===== src/rtl/pattern_rotator.sv =====
// Rotating / shifting pattern ring with a step-position counter,
// wrap pulse and a display-blanking output stage.
module pattern_rotator #(
    parameter int WIDTH = 13,
    parameter logic [WIDTH-1:0] INIT = {{(WIDTH-1){1'b0}}, 1'b1},
    parameter int PW = $clog2(WIDTH)
) (
    input  logic             clk,
    input  logic             rst,
    input  logic             load,
    input  logic [WIDTH-1:0] load_data,
    input  logic             en,
    input  logic             dir,
    input  logic             mode,
    input  logic             ser_in,
    input  logic             disp_en,
    output logic [WIDTH-1:0] pat,
    output logic [WIDTH-1:0] pat_n,
    output logic [PW-1:0]    pos,
    output logic             wrap
);

    localparam logic [PW-1:0] POS_MAX = PW'(WIDTH - 1);

    logic [WIDTH-1:0] sr;
    logic [WIDTH-1:0] sr_step;
    logic [PW-1:0]    pos_step;
    logic             fill;

    always_comb begin
        fill = mode ? ser_in : (dir ? sr[0] : sr[WIDTH-1]);
        if (dir) begin
            sr_step  = {fill, sr[WIDTH-1:1]};
            pos_step = (pos == '0) ? POS_MAX : pos - PW'(1);
        end else begin
            sr_step  = {sr[WIDTH-2:0], fill};
            pos_step = (pos == POS_MAX) ? '0 : pos + PW'(1);
        end
    end

    always_ff @(posedge clk or posedge rst) begin
        if (rst) begin
            sr   <= INIT;
            pos  <= '0;
            wrap <= 1'b0;
        end else if (load) begin
            sr   <= load_data;
            pos  <= '0;
            wrap <= 1'b0;
        end else if (en) begin
            sr   <= sr_step;
            pos  <= pos_step;
            // Only a step that arrives at 0 from elsewhere counts as a wrap
            wrap <= (pos != '0) && (pos_step == '0);
        end else begin
            wrap <= 1'b0;
        end
    end

    assign pat   = disp_en ? sr : '1;
    assign pat_n = disp_en ? ~sr : '1;

endmodule


===== config.mk =====
export PLATFORM = sky130hd
export DESIGN_NAME = pattern_rotator
export DESIGN_NICKNAME = d
export VERILOG_FILES = /design/src/rtl/pattern_rotator.sv
export SDC_FILE = /design/constraint.sdc
export NUM_CORES = 1
export LEC_CHECK = 0
export ABC_CLOCK_PERIOD_IN_PS = 3200
export CAP_MARGIN = 20
export CORE_MARGIN = 10
export CORE_UTILIZATION = 42
export DETAILED_ROUTE_END_ITERATION = 6
export HOLD_SLACK_MARGIN = 0.02
export PLACE_DENSITY = 0.84
export SLEW_MARGIN = 20
export SYNTH_ARGS = -nofsm -noshare
export SYNTH_HDL_FRONTEND = slang
export SYNTH_SLANG_ARGS = --single-unit

===== constraint.sdc =====
create_clock -name clk -period 3.2 [get_ports clk]
set_input_delay 0.8 -clock clk [delete_from_list [all_inputs] [get_ports clk]]
set_output_delay 0.8 -clock clk [all_outputs]
set_load 0.01 [all_outputs]

Yosys cells after proc, flatten, opt, wreduce, memory -nomap -nowiden --
Index checks and enable logic that the tools add are counted.
Word-level totals: output and inout bits 31, word-level logic and storage cells 26, register bits 18
Operators by class: reductions and logical operators 5, multiplexer cells 14, add/sub/neg operators 2, bitwise operators 1, eq/ne operators 1
Operator list (number):
- $mux W13 | 5
- $mux W4 | 5
- $not A13 Y13 | 1
- $logic_not A4 Y1 | 2
- $add A4 B1 Y4 const B | 1
- $eq A4 B4 Y1 const B | 1
- $mux W1 | 4
- $reduce_bool A4 Y1 | 1
- $sub A4 B1 Y4 const B | 1
- $reduce_bool A2 Y1 | 1
- $logic_and A1 B1 Y1 | 1

Logic depth before layout (Yosys ltp) --
depth after elaboration 7, gate-level depth with buffers 7, depth with buffers taken out 6

Least setup slack after synthesis --
OpenSTA, ideal clock, no wires.
kind input port to output port, start point in disp_en, end point out pat_n[10], stages on the path 3, data arrival time 1483 ps, path slack 917 ps, data required time 2400 ps, path through clkbuf_1 > clkbuf_1 > nand2_1
Between the ends: cells in the longest elaborated chain, start to end 1
RTL lines:
- start: declaration | line 16 | input logic disp_en,
- $mux W13 | line 61 | assign pat_n = disp_en ? ~sr : '1;
- end: declaration | line 18 | output logic [WIDTH-1:0] pat_n,
No other way between the ends.

Worst setup path after layout --
start point in disp_en, end point out pat[7]
Between the ends: cells in the longest elaborated chain, start to end 1
RTL lines:
- $mux W13 | line 60 | assign pat = disp_en ? sr : '1;
- end: declaration | line 17 | output logic [WIDTH-1:0] pat,
No other way between the ends.

==> flow_summary.json <==
{
  "synthCells": 176,
  "critPathRequiredTime_ns": 2.40,
  "antenna_found_initial": 0,
  "finalCritPeriodShare_pct": 91.2,
  "arrival_ns": 2.12,
  "rsz0062_at_grt": "false",
  "power_leakage_nw": 0.847,
  "htreeDepth": 1,
  "async_flop_share_pct": 100,
  "synth_warnings": 0,
  "dp_hpwl_um": 2870,
  "grt_pass1_wl_um": 6390,
  "hp-class": "flop to flop",
  "timing.final.ws_setup_ns": 0.282,
  "coreArea_um2": 3080,
  "cp-startpoint": "disp_en",
  "ys_seq_area_share_pct": 33.3,
  "drc_errors": 0,
  "cp_max_fo": 23,
  "num_antenna_cells": 0,
  "avgSynthCellArea_um2": 7.71,
  "wl_um": 3830,
  "fillers": 272,
  "dieHeight_um": 76.8,
  "via_per_inst": 5.10,
  "syn2layout_area_growth_pct": 43.7,
  "initial_utilization_pct": 44.1,
  "cts_root_buf": "clkbuf_4",
  "die_area_um2": 5900,
  "syn_area_um2": 1360,
  "wl_per_cell_um": 14.3,
  "port-buffer-count": 51,
  "p_per_area_nw_per_um2": 343,
  "cts_setup_buffers": 0,
  "placementRows": 20,
  "synth-edff-count": 0,
  "die-width_um": 76.8,
  "boundaryPins": 52,
  "grt_overflow": 0,
  "cap_violations": 0,
  "finalSetupTns_ns": 0,
  "finClkSkew_ns": 0.00433,
  "finalSetupViolations": 0,
  "slew_viol_final": 0,
  "drtIter0Drc": 104,
  "outcome": "finished clean",
  "grt_pass1_vias": 1323,
  "peakVddDrop_uv": 210,
  "start_kind": "input pin",
  "cts_hold_buf": 0,
  "grt_max_degree": 30,
  "fin_crit_ns": 2.92,
  "worstHoldStart": "pos[1]$_DFFE_PP0P_",
  "syn_nets": 200,
  "final_common_cell": "clkdlybuf4s50_1",
  "ant_nets": 0,
  "cts.sinks": 18,
  "tritoncts": "done",
  "critPathKind": "input pin to output port",
  "relSlewSlack_pct": 53.8,
  "drive_above_1_share_pct": 7.17,
  "gp_congestion": 0.883,
  "rrSetupSlack_ns": 1.25,
  "max_freq_ghz": 0.343,
  "clk_pin_slew_ns": 0.10,
  "worstSkewPairLatency_ns": 0.29,
  "cts_made_buffers": 3,
  "endpoint_kind": "output port",
  "final_cells": 267,
  "hold_violations": 0,
  "dp_worst_setup_slack_ns": 0.278,
  "clockBufferDepth": 2,
  "placed_cells": 263,
  "worstReg2RegStart": "pos[0]$_DFFE_PP0P_",
  "fin_nets": 248,
  "track_usage_pct": 12.7,
  "drt-pass1-iter-count": 4,
  "final_cell_mix": "clkdlybuf4s50_1, nand2_1, o21ai_0",
  "yosysUniqueCellTypes": 36,
  "synth_flop_cell": "dfrtp_1",
  "vias": 1363,
  "ys_seq_elements": 18,
  "tightest_slew_ns": 0.693,
  "postCtsResizedCells": 0
}
registers in the layout (all words and copies together) (netlist names):
register,cells
wrap,1
pos,4
sr,13
metal layers:
layer / routed length [um] / up-vias / track usage (%)
met5: 0 / - / 0
met4: 23 / 0 / 3.16
met3: 311 / 4 / 4.55
met2: 1820 / 42 / 21.2
met1: 1680 / 623 / 15.1
li1: - / 694 / -
layout make-up:
class                      count  area [um^2]  share of cell area [%]
clock buffer                   4         36.3                    1.86
inverter                       7         26.3                    1.35
multi-input combinational    137          812                    41.7
sequential                    18          452                    23.2
tap                           44         55.1                    2.82
timing repair buffer          57          568                    29.1
cell usage after synthesis (all sizes together), types with 2 or more instances:
master | number | area, um^2
nand2 | 37 | 139
o21ai | 26 | 130
dfrtp | 17 | 425
nand2b | 15 | 93.8
mux2i | 12 | 120
clkbuf | 10 | 37.5
a21oi | 8 | 40.0
inv | 7 | 26.3
nor2 | 7 | 26.3
buf | 4 | 28.8
nor3b | 4 | 30.0
ha | 3 | 37.5
nor2b | 3 | 18.8
a22oi | 2 | 15.0
a31oi | 2 | 12.5
nand3 | 2 | 10.0
o211a | 2 | 20.0
per-stage QoR:
step	power [W]	utilization, %	area (um^2)	hold slack, ns
after floorplan	0.000414	-	1360	0.598
after global placement	0.000527	62.2	1910	0.646
after detailed placement	0.000531	62.2	1910	0.645
after CTS	0.000673	63.3	1950	0.668
after global routing	0.000712	63.3	1950	0.727
final	0.000670	63.3	1950	0.666
critical path, cell delays in order:
cell	delay, ns
clkdlybuf4s50_1	0.50
buf_12	0.20
nand2b_1	0.07
clkdlybuf4s50_1	0.55
path summary, 6_finish.rpt:
kind,endpoint,cells after the start
max,pat[7],4
min,pos[1]$_DFFE_PP0P_,1
max reg2reg,wrap$_DFF_PP0_,4
min reg2reg,pos[1]$_DFFE_PP0P_,1
max in group asynchronous,wrap$_DFF_PP0_,2
min in group asynchronous,sr[4]$_DFFE_PP0P_,2
power by group:
group | internal (W) | total, W | switching (W)
logic | 0.000133 | 0.000243 | 0.000109
registers | 0.000250 | 0.000284 | 0.0000346
clock network | 0.0000693 | 0.000143 | 0.0000733
cell families after synthesis:
family,synth area share [%]
buffers and inverters,6.83
AND/OR/NAND/NOR,26.8
multiplexers,9.69
flip-flops,33.3
AO/OA/AOI/OAI,20.7
adder cells (fa/ha/maj),2.77
(Power assumes the default switching activity.)
